$ cat src/rtl/uart_pkg.sv
// Shared types and width constants for the configurable UART transmitter.
// Latency: none, declarations only.
// Backpressure: none, declarations only.
package uart_pkg;

  typedef enum logic [1:0] {
    PAR_NONE = 2'b00,
    PAR_EVEN = 2'b01,
    PAR_ODD  = 2'b10
  } parity_t;

  typedef enum logic [2:0] {
    ST_IDLE,
    ST_START,
    ST_DATA,
    ST_PARITY,
    ST_STOP
  } tx_state_t;

  // Per-frame configuration captured when a byte leaves the FIFO.
  typedef struct packed {
    logic par_en;
    logic stop2;
  } frame_cfg_t;

  localparam int DEPTH_DEF = 16;
  localparam int ADDR_W    = $clog2(DEPTH_DEF);
  localparam int PTR_W     = ADDR_W + 1;
  localparam int LVL_W     = ADDR_W + 1;

  // Width of a counter able to hold 0..d, also the wrap-bit pointer width.
  function automatic int cnt_w(input int d);
    return $clog2(d) + 1;
  endfunction

endpackage

$ cat src/rtl/uart_tx_cfg_if.sv
// Host-side bundle of the UART transmitter: config, write port, status, serial line.
// Latency: none, wires only.
// Backpressure: host must watch full; ovf exists only with UART_TX_OVF_EN.
interface uart_tx_cfg_if #(
  parameter int dbit  = 8,
  parameter int depth = 16,
  parameter int div_w = 16
);
  import uart_pkg::*;

  logic [div_w-1:0]        baud_div;
  logic [1:0]              parity_mode;
  logic                    stop2;
  logic                    wr;
  logic [dbit-1:0]         wr_data;
  logic                    full;
  logic                    empty;
  logic [cnt_w(depth)-1:0] level;
  logic                    busy;
  logic                    tx_out;
`ifdef UART_TX_OVF_EN
  logic                    ovf;

  modport master (
    output baud_div, parity_mode, stop2, wr, wr_data,
    input  full, empty, level, busy, tx_out, ovf
  );
  modport slave (
    input  baud_div, parity_mode, stop2, wr, wr_data,
    output full, empty, level, busy, tx_out, ovf
  );
`else
  modport master (
    output baud_div, parity_mode, stop2, wr, wr_data,
    input  full, empty, level, busy, tx_out
  );
  modport slave (
    input  baud_div, parity_mode, stop2, wr, wr_data,
    output full, empty, level, busy, tx_out
  );
`endif

endinterface

$ cat src/rtl/uart_tx_fifo.sv
// Synchronous FIFO holding bytes waiting for the serialiser, with registered full/empty/level.
// Latency: a pushed entry is visible at the head (empty=0) one clock after the push edge.
// Backpressure: push ignored while full; pop ignored while empty.
module uart_tx_fifo
  import uart_pkg::*;
#(
  parameter int dbit  = 8,
  parameter int depth = 16
) (
  input  logic                    clk,
  input  logic                    rst,
  input  logic                    push,
  input  logic                    pop,
  input  logic [dbit-1:0]         wr_data,
  output logic [dbit-1:0]         rd_data,
  output logic                    full,
  output logic                    empty,
  output logic [cnt_w(depth)-1:0] level
);
  localparam int AW = $clog2(depth);
  localparam int PW = cnt_w(depth);

  logic [dbit-1:0] mem [depth];
  logic [PW-1:0]   wptr, rptr;
  logic [PW-1:0]   level_n;
  logic            do_push, do_pop;

  // Gating uses the registered flags, so a push while full is dropped even if a pop frees space.
  assign do_push = push & ~full;
  assign do_pop  = pop & ~empty;
  assign rd_data = mem[rptr[AW-1:0]];

  // Next fill level; simultaneous push and pop leave it unchanged.
  always_comb begin
    level_n = level;
    case ({do_push, do_pop})
      2'b10:   level_n = level + PW'(1);
      2'b01:   level_n = level - PW'(1);
      default: level_n = level;
    endcase
  end

  // Storage array, written only on an accepted push.
  always_ff @(posedge clk) begin
    if (do_push) mem[wptr[AW-1:0]] <= wr_data;
  end

  // Pointers and registered status flags.
  always_ff @(posedge clk or posedge rst) begin
    if (rst) begin
      wptr  <= '0;
      rptr  <= '0;
      level <= '0;
      full  <= 1'b0;
      empty <= 1'b1;
    end else begin
      if (do_push) wptr <= wptr + PW'(1);
      if (do_pop)  rptr <= rptr + PW'(1);
      level <= level_n;
      full  <= (level_n == PW'(depth));
      empty <= (level_n == '0);
    end
  end

endmodule

$ cat src/rtl/uart_tx_cfg.sv
// UART transmitter: FIFO, baud-tick generator and serialiser with runtime parity/stop/divisor; ovf output under UART_TX_OVF_EN.
// Latency: write accepted at edge n, byte popped at n+1, start bit on tx_out after n+2.
// Backpressure: writes while full are dropped (flagged on ovf when UART_TX_OVF_EN is defined).
module uart_tx_cfg
  import uart_pkg::*;
#(
  parameter int dbit  = 8,
  parameter int stick = 16,
  parameter int depth = 16,
  parameter int div_w = 16
) (
  input logic          clk,
  input logic          rst,
  uart_tx_cfg_if.slave bus
);
  localparam int LW = cnt_w(depth);
  localparam int SW = $clog2(2 * stick);
  localparam int BW = (dbit > 1) ? $clog2(dbit) : 1;

  tx_state_t        state, state_n;
  logic             pop, tick, bit_done, tx_d, tx_q, par_bit;
  logic [div_w-1:0] cnt, div_l;
  logic [SW-1:0]    s_cnt, s_lim;
  logic [BW-1:0]    bit_cnt;
  logic [dbit-1:0]  shreg, fifo_data;
  frame_cfg_t       cfg;
  logic             fifo_full, fifo_empty;
  logic [LW-1:0]    fifo_level;

  uart_tx_fifo #(.dbit(dbit), .depth(depth)) u_fifo (
    .clk     (clk),
    .rst     (rst),
    .push    (bus.wr),
    .pop     (pop),
    .wr_data (bus.wr_data),
    .rd_data (fifo_data),
    .full    (fifo_full),
    .empty   (fifo_empty),
    .level   (fifo_level)
  );

  assign bus.full   = fifo_full;
  assign bus.empty  = fifo_empty;
  assign bus.level  = fifo_level;
  assign bus.busy   = (state != ST_IDLE);
  assign bus.tx_out = tx_q;

  // The divisor is latched per frame so a mid-frame change cannot stretch a bit.
  assign tick     = (cnt == div_l);
  assign s_lim    = (state == ST_STOP && cfg.stop2) ? SW'(2 * stick - 1) : SW'(stick - 1);
  assign bit_done = tick && (s_cnt == s_lim);

  // State register.
  always_ff @(posedge clk or posedge rst) begin
    if (rst) state <= ST_IDLE;
    else     state <= state_n;
  end

  // Next state, FIFO pop and the unregistered line level for each state.
  always_comb begin
    state_n = state;
    pop     = 1'b0;
    tx_d    = 1'b1;
    case (state)
      ST_IDLE: begin
        if (!fifo_empty) begin
          pop     = 1'b1;
          state_n = ST_START;
        end
      end
      ST_START: begin
        tx_d = 1'b0;
        if (bit_done) state_n = ST_DATA;
      end
      ST_DATA: begin
        tx_d = shreg[0];
        if (bit_done && bit_cnt == BW'(dbit - 1))
          state_n = cfg.par_en ? ST_PARITY : ST_STOP;
      end
      ST_PARITY: begin
        tx_d = par_bit;
        if (bit_done) state_n = ST_STOP;
      end
      ST_STOP: begin
        tx_d = 1'b1;
        if (bit_done) state_n = ST_IDLE;
      end
      default: state_n = ST_IDLE;
    endcase
  end

  // Frame datapath: config capture at pop, tick/sample/bit counters, shift register.
  always_ff @(posedge clk or posedge rst) begin
    if (rst) begin
      cnt     <= '0;
      div_l   <= '0;
      s_cnt   <= '0;
      bit_cnt <= '0;
      shreg   <= '0;
      par_bit <= 1'b0;
      cfg     <= '0;
    end else if (pop) begin
      cnt        <= '0;
      div_l      <= bus.baud_div;
      s_cnt      <= '0;
      bit_cnt    <= '0;
      shreg      <= fifo_data;
      par_bit    <= (^fifo_data) ^ (bus.parity_mode == PAR_ODD);
      cfg.par_en <= (bus.parity_mode == PAR_EVEN) || (bus.parity_mode == PAR_ODD);
      cfg.stop2  <= bus.stop2;
    end else if (state != ST_IDLE) begin
      cnt <= tick ? '0 : cnt + div_w'(1);
      if (tick) begin
        s_cnt <= bit_done ? '0 : s_cnt + SW'(1);
        if (state == ST_DATA && bit_done) begin
          shreg   <= shreg >> 1;
          bit_cnt <= bit_cnt + BW'(1);
        end
      end
    end
  end

  // Registered serial line; idles high and is forced high by reset.
  always_ff @(posedge clk or posedge rst) begin
    if (rst) tx_q <= 1'b1;
    else     tx_q <= tx_d;
  end

`ifdef UART_TX_OVF_EN
  logic ovf_q;

  // Sticky record of any write dropped because the FIFO was full.
  always_ff @(posedge clk or posedge rst) begin
    if (rst)                    ovf_q <= 1'b0;
    else if (bus.wr && fifo_full) ovf_q <= 1'b1;
  end

  assign bus.ovf = ovf_q;
`endif

endmodule
$ cat src/flat_wrapper.sv
// flat-port wrapper written by rule: the top's interface ports become plain ports
module uart_tx_cfg_flat import uart_pkg::*;
#(
  parameter int dbit  = 8,
  parameter int stick = 16,
  parameter int depth = 16,
  parameter int div_w = 16
)
  (clk, rst, bus_baud_div, bus_parity_mode, bus_stop2, bus_wr, bus_wr_data, bus_full, bus_empty, bus_level, bus_busy, bus_tx_out);
  uart_tx_cfg_if #(.dbit(dbit), .depth(depth), .div_w(div_w)) bus_i ();
  input logic clk;
  input logic rst;
  input wire logic [$bits(bus_i.baud_div)-1:0] bus_baud_div;
  input wire logic [$bits(bus_i.parity_mode)-1:0] bus_parity_mode;
  input wire logic [$bits(bus_i.stop2)-1:0] bus_stop2;
  input wire logic [$bits(bus_i.wr)-1:0] bus_wr;
  input wire logic [$bits(bus_i.wr_data)-1:0] bus_wr_data;
  output wire logic [$bits(bus_i.full)-1:0] bus_full;
  output wire logic [$bits(bus_i.empty)-1:0] bus_empty;
  output wire logic [$bits(bus_i.level)-1:0] bus_level;
  output wire logic [$bits(bus_i.busy)-1:0] bus_busy;
  output wire logic [$bits(bus_i.tx_out)-1:0] bus_tx_out;
  assign bus_i.baud_div = bus_baud_div;
  assign bus_i.parity_mode = bus_parity_mode;
  assign bus_i.stop2 = bus_stop2;
  assign bus_i.wr = bus_wr;
  assign bus_i.wr_data = bus_wr_data;
  assign bus_full = bus_i.full;
  assign bus_empty = bus_i.empty;
  assign bus_level = bus_i.level;
  assign bus_busy = bus_i.busy;
  assign bus_tx_out = bus_i.tx_out;
  uart_tx_cfg #(.dbit(dbit), .stick(stick), .depth(depth), .div_w(div_w)) u_core (.clk(clk), .rst(rst), .bus(bus_i));
endmodule
$ cat config.mk
export PLATFORM = sky130hd
export DESIGN_NAME = uart_tx_cfg_flat
export DESIGN_NICKNAME = d
export VERILOG_FILES = /design/src/rtl/uart_pkg.sv /design/src/rtl/uart_tx_cfg_if.sv /design/src/rtl/uart_tx_fifo.sv /design/src/rtl/uart_tx_cfg.sv /design/src/flat_wrapper.sv
export SDC_FILE = /design/constraint.sdc
export NUM_CORES = 1
export LEC_CHECK = 0
export CAP_MARGIN = 20
export CORE_MARGIN = 2
export CORE_UTILIZATION = 50
export CTS_BUF_LIST = sky130_fd_sc_hd__clkbuf_8
export CTS_CLUSTER_SIZE = 30
export DETAILED_ROUTE_END_ITERATION = 10
export PLACE_DENSITY = 0.8
export SYNTH_ARGS = -nofsm -noshare
export SYNTH_HDL_FRONTEND = slang
export SYNTH_SLANG_ARGS = --single-unit
$ cat constraint.sdc
create_clock -name clk -period 3 [get_ports clk]
set_input_delay 0.3 -clock clk [delete_from_list [all_inputs] [get_ports clk]]
set_output_delay 0.3 -clock clk [all_outputs]
set_load 0.05 [all_outputs]
# Yosys cells after proc, flatten, opt, wreduce, memory -nomap -nowiden
# Memories as Yosys holds them, arrays and structs flattened.
# Cells that the tools add are included.
[word_totals]
register_bits = 72
ramBits = 128
input_bits = 30
word_cells = 89
n_memories = 1
[classes]
add_sub_neg = 7
n_eq_ne = 17
n_mux = 29
bitwise = 5
reduce_logical = 15
[mem_list]
columns = ["memory", "words", "word_bits", "rd", "rd_clocked_by_memory_dff", "write_ports", "line", "rtl"]
rows = [
  ["u_core.u_fifo.mem", 16, 8, 1, 0, 1, "uart_tx_fifo.sv:23", "logic [dbit-1:0] mem [depth];"],
]
[op_table]
columns = ["op", "n"]
rows = [
  ["16-bit 2-to-1 mux", 3],
  ["8-bit 2-to-1 mux", 4],
  ["3-bit 2-to-1 mux", 10],
  ["5-bit 2-to-1 mux", 5],
  ["5-bit by 1-bit adder with 5-bit output, second input constant", 4],
  ["16-bit by 1-bit adder with 16-bit output, second input constant", 1],
  ["16-bit equality test", 1],
  ["3-bit one-hot mux with 5 select lines", 1],
  ["5-bit one-hot mux with 2 select lines", 1],
  ["2-bit by 1-bit inequality test with 1-bit output, second input constant", 4],
  ["8-bit XOR reduction", 1],
  ["3-bit by 2-bit equality test with 1-bit output, second input constant", 2],
  ["3-bit equality test, second input constant", 2],
  ["2-bit nonzero test", 3],
  ["5-bit equality test", 1],
  ["5-bit equality test, second input constant", 1],
  ["5-bit zero test", 1],
  ["5-bit AND reduction", 1],
  ["5-bit by 1-bit subtractor with 5-bit output, second input constant", 1],
  ["2-bit by 1-bit equality test with 1-bit output, second input constant", 2],
  ["2-bit equality test, second input constant", 2],
  ["1-bit logical AND", 4],
  ["1-bit 2-to-1 mux", 4],
  ["3-bit by 1-bit adder with 3-bit output, second input constant", 1],
  ["other kinds (11)", 13],
]

# Longest topological paths before layout
[logic_depth]
ltp_word = 10
mapped_depth = 13
ltp_nobuf = 11

# Hierarchy
# A second synthesis with hierarchy kept.
[hier_totals]
hier_cells = 688
area_unflattened_um2 = 9047.4
[by_module_without_submodules]
columns = ["mod", "n_inst", "cells_per_inst", "area_per_inst_um2"]
rows = [
  ["uart_tx_fifo", 1, 346, 5878.1],
  ["uart_tx_cfg", 1, 342, 3169.3],
]

# Least setup slack after synthesis
# OpenSTA, ideal clock, no wires.
[synth_timing]
kind = "reg-to-reg"
start = "reg u_core.state[0]"
end = "reg u_core.u_fifo.empty"
setup_ps = 96
arrival_time_ps = 3267
required_ps = 2904
setup_slack_ps = -363
path_stages_with_launch = 14
path_buffers = 3
path_cell_list = "dfrtp_1 clkbuf_1 nor3_2 inv_2 clkbuf_1 nor2_1 clkbuf_1 ha_1 a21oi_1 o31a_1 nor3_1 xor2_1 or3_1 nor4bb_1"
[synth_between]
elab_chain_cells = 6
word_cells_on_any_way = 7
[synth_rtl]
columns = ["element", "line", "rtl"]
rows = [
  ["from (decl)", "uart_tx_cfg.sv:20", "tx_state_t state, state_n;"],
  ["from (signal assigned)", "uart_tx_cfg.sv:56", "else state <= state_n;"],
  ["3-bit zero test (*)", "uart_tx_cfg.sv:64", "case (state)"],
  ["1-bit 2-to-1 mux (*)", "uart_tx_cfg.sv:64", ""],
  ["1-bit AND (*)", "uart_tx_fifo.sv:30", "assign do_pop = pop & ~empty;"],
  ["2-bit by 1-bit equality test with 1-bit output or 2-bit equality test (tied branches)", "uart_tx_fifo.sv:36", "case ({do_push, do_pop})"],
  ["5-bit one-hot mux with 2 select lines (*)", "uart_tx_fifo.sv:36", ""],
  ["via u_core.u_fifo.level_n[2]", "uart_tx_fifo.sv:25", "logic [PW-1:0] level_n;"],
  ["5-bit zero test (*)", "uart_tx_fifo.sv:61", "empty <= (level_n == '0);"],
  ["to (signal assigned)", "uart_tx_fifo.sv:61", ""],
  ["to (decl)", "uart_tx_fifo.sv:17", "output logic empty,"],
]
# Mark *: on every way through the listed nets, which the timed path passes. The rest lies on a longest branch.
# A chain may end at the register's enable or synchronous reset.

# Worst setup path in the final report
[layout_timing]
start = "reg u_core.state[2]"
end = "reg u_core.u_fifo.empty"
# Same word-level chain as after synthesis.

==> flow_metrics.env <==
export IMPL_async_flop_share_pct=35.4
export IMPL_via_per_inst=5.92
export IMPL_synth_main_ff_cell="edfxtp_1"
export IMPL_drv_slew=0
export IMPL_clock_skew_ns=0.0167
export IMPL_p_switching_mw=1.79
export IMPL_regToRegEndpoint="u_core.u_fifo.empty"
export IMPL_core_area_sq_um=17100
export IMPL_path_class="reg -> reg"
export IMPL_syn_inst=569
export IMPL_instances_no_fill=865
export IMPL_synth_compound_gate_area_share_pct=5.27
export IMPL_tritoncts="done"
export IMPL_clockBufferDepth=2
export IMPL_synth_common_cells="edfxtp_1 (128), dfrtp_1 (68), nand2_1 (36)"
export IMPL_synthToLayoutAreaGrowth_pct=14.3
export IMPL_synthMuxAreaShare_pct=13.8
export IMPL_numCtsBuffers=17
export IMPL_pin_count=39
export IMPL_cts_sinks=198
export IMPL_cts_root_buf="clkbuf_8"
export IMPL_synth_top_family_by_area="multiplexers"
export IMPL_ys_types=54
export IMPL_grt_max_degree=40
export IMPL_drt_pre_antenna_iters=5
export IMPL_ctsHtreeMaxLevel=4
export IMPL_placedCellCount=833
export IMPL_post_cts_buffers=0
export IMPL_synth_simple_gate_area_share_pct=7.80
export IMPL_die_x_um=135
export IMPL_synth_edf_count=128
export IMPL_dp_hpwl_um=11800
export IMPL_clk_pin_slew_ns=0.10
export IMPL_clock_fmax_mhz=365
export IMPL_dpl_cell_area_sq_um=9420
export IMPL_ys_ff_latch=198
export IMPL_worstSkewPairLatency_ns=0.47
export IMPL_status="complete, no violations"
export IMPL_synth_fa_ha_area_share_pct=1.74
export IMPL_power_frac_comb_pct=15.9
export IMPL_hold_viol=0
export IMPL_tightestPinTransition_ns=0.699
export IMPL_start_util_pct=50.4
export IMPL_remaining_drc_errors=0
export IMPL_drtIter0Drc=438
export IMPL_die_h_um=135
export IMPL_synth_top_area_cell="edfxtp_1"
export IMPL_fin_crit_ns=2.74
export IMPL_ant_nets=0
export IMPL_critPathMaxFanout=6
export IMPL_crit_path_start="u_core.state[2]"
export IMPL_fin_nets=669
export IMPL_synth_warnings=0
export IMPL_cp_endpoint="u_core.u_fifo.empty"
export IMPL_gp_congestion=0.884
export IMPL_dieArea_sq_um=18300
export IMPL_synth_xor_area_share_pct=4.13
export IMPL_finalCritPeriodShare_pct=91.4
export IMPL_worstPathRequired_ns=3.38
export IMPL_seqPwrFrac_pct=54.7
export IMPL_synth_most_common_cell="edfxtp_1"
export IMPL_syn_avg_cell_area_sq_um=15.2
export IMPL_endpoint_kind="register"
export IMPL_worst_hold_slack_ns=0.180
export IMPL_ys_seq_area_share_pct=64.8
export IMPL_post_drt_wl_per_cell_um=20.1
export IMPL_p_leak_nw=3.66
export IMPL_grtUsageTotal_pct=20.2
export IMPL_numPortBuffers=38
export IMPL_hold_class="in -> async"
export IMPL_critical_path_arrival_ns=3.12
export IMPL_yosys_top_cells_area="edfxtp_1 (45%), dfrtp_1 (20%), mux4_2 (8.9%)"
export IMPL_fp_row_count=48
export IMPL_yosysTopAreaCellShare_pct=44.5
export IMPL_grt_pass1_wl_um=28100
export IMPL_powerDensity_nw_per_um2=628
export IMPL_grt_overflow_total=0
export IMPL_final_area_sq_um=9870
export IMPL_drive_above_1_share_pct=19.5
export IMPL_antenna_cells=0
export IMPL_max_slew_margin_rel_pct=53.0
export IMPL_grt_pass1_vias=5361
export IMPL_syn_nets=611
export IMPL_nFillCells=1280
export IMPL_reg2regPathDepth=10
export IMPL_antenna_found_initial=0
export IMPL_swShare_pct=28.9
export IMPL_syn_cell_area_sq_um=8630
export IMPL_wl_um=17400
export IMPL_pwr_share_clk_pct=29.4
export IMPL_setup_violations=0
export IMPL_power_internal_mw=4.40
export IMPL_fin_tns_setup_ns=0
export IMPL_start_kind="register"
export IMPL_peakVddDrop_mv=0.375
export IMPL_drv_cap=0
export IMPL_ff2ff_setup_slack_ns=0.26
export IMPL_reg2reg_from="u_core.state[2]"
export IMPL_rsz0062_at_grt="false"
export IMPL_vias=5119
[final cells by class]
| class | count | area, sq um | area share (%) |
|---|---|---|---|
| clock buffers | 17 | 234 | 2.37 |
| clock inverters | 15 | 209 | 2.12 |
| inverters | 13 | 48.8 | 0.494 |
| multi-input cells | 327 | 2840 | 28.8 |
| flip-flops and latches | 198 | 5600 | 56.7 |
| well taps | 225 | 282 | 2.85 |
| repair buffers | 70 | 658 | 6.67 |
[metrics by stage]
step	power, mW	utilization [%]	setup WS (ns)
finish	6.20	57.7	0.257
global route	6.44	57.7	0.0647
CTS	6.24	57.6	0.167
detailed placement	4.44	55.1	0.208
global placement	4.37	55.1	0.293
floorplan	4.04	-	0.0428
[placed cells by master (no fill, tap or decap), types with 11 or more instances in the layout]
cell,n
edfxtp_1,128
dfrtp_1,67
clkdlybuf4s50_1,38
nand2_1,36
mux4_2,34
buf_4,29
nor2_1,26
xor2_1,21
mux2_2,19
nand3_1,18
clkbuf_8,17
mux2i_1,16
o21ai_0,16
o21ai_1,15
nor3_1,15
xnor2_1,12
a21oi_1,12
ha_1,12
inv_1,11
[power groups by stage]
stage	Clock [mW]	Combinational, mW	Sequential (mW)
global route	1.96	1.06	3.42
detailed placement	0	0.993	3.44
floorplan	0	0.540	3.50
CTS	1.85	0.996	3.39
global placement	0	0.949	3.42
finish	1.82	0.987	3.39
[critical path, stage by stage, from the launching register on]
cell      delay (ns)
dfrtp_1         0.47
nor3_4          0.36
nand3_1         0.20
xnor2_1         0.17
ha_1            0.21
a21oi_1         0.18
o31a_1          0.17
nor3_1          0.06
xor2_1          0.16
or3_1           0.41
nor4bb_1        0.27
[layer usage]
metal | track usage [%] | part of all wire, %
met1 | 25.1 | 40
met2 | 35.2 | 53
met3 | 4.64 | 6.0
met4 | 6.77 | 1.6
met5 | 0 | 0
[sequential cells by signal, indices dropped and copies added (netlist names)]
name                 flops
u_core.bit_cnt           3
u_core.bus.tx_out        1
u_core.cfg               2
u_core.cnt              16
u_core.div_l            16
u_core.par_bit           1
u_core.s_cnt             5
u_core.shreg             8
u_core.state             3
u_core.u_fifo.empty      1
u_core.u_fifo.full       1
u_core.u_fifo.level      5
u_core.u_fifo.mem      128
u_core.u_fifo.rptr       4
u_core.u_fifo.wptr       4
[cell families (layout without fill, tap and decap cells)]
| logic type | after synthesis | count (layout) |
|---|---|---|
| AO/OA/AOI/OAI | 72 | 72 |
| XOR/XNOR | 36 | 36 |
| adder cells (fa/ha/maj) | 12 | 12 |
| buffers and inverters | 44 | 115 |
| flip-flops | 198 | 198 |
| multiplexers | 71 | 71 |
| AND/OR/NAND/NOR | 136 | 136 |
[worst min-delay path by stage]
stage / start / to / slack (ns) / cells past startpoint
global placement: u_core.s_cnt[2] / u_core.s_cnt[2] / 0.48 / 1
floorplan: bus_wr_data[0] / u_core.u_fifo.mem[0][0] / 0.40 / 0
global route: rst / u_core.div_l[14] / 0.19 / 2
CTS: rst / u_core.div_l[14] / 0.17 / 2
finish: rst / u_core.div_l[14] / 0.18 / 2
detailed placement: u_core.s_cnt[2] / u_core.s_cnt[2] / 0.49 / 1
[timing repair]
item / in CTS / in global routing
resized for setup: 0 / 1
hold buffers: 0 / 0
setup endpoints to repair: 0 / 2
(Power assumes the default switching activity.)
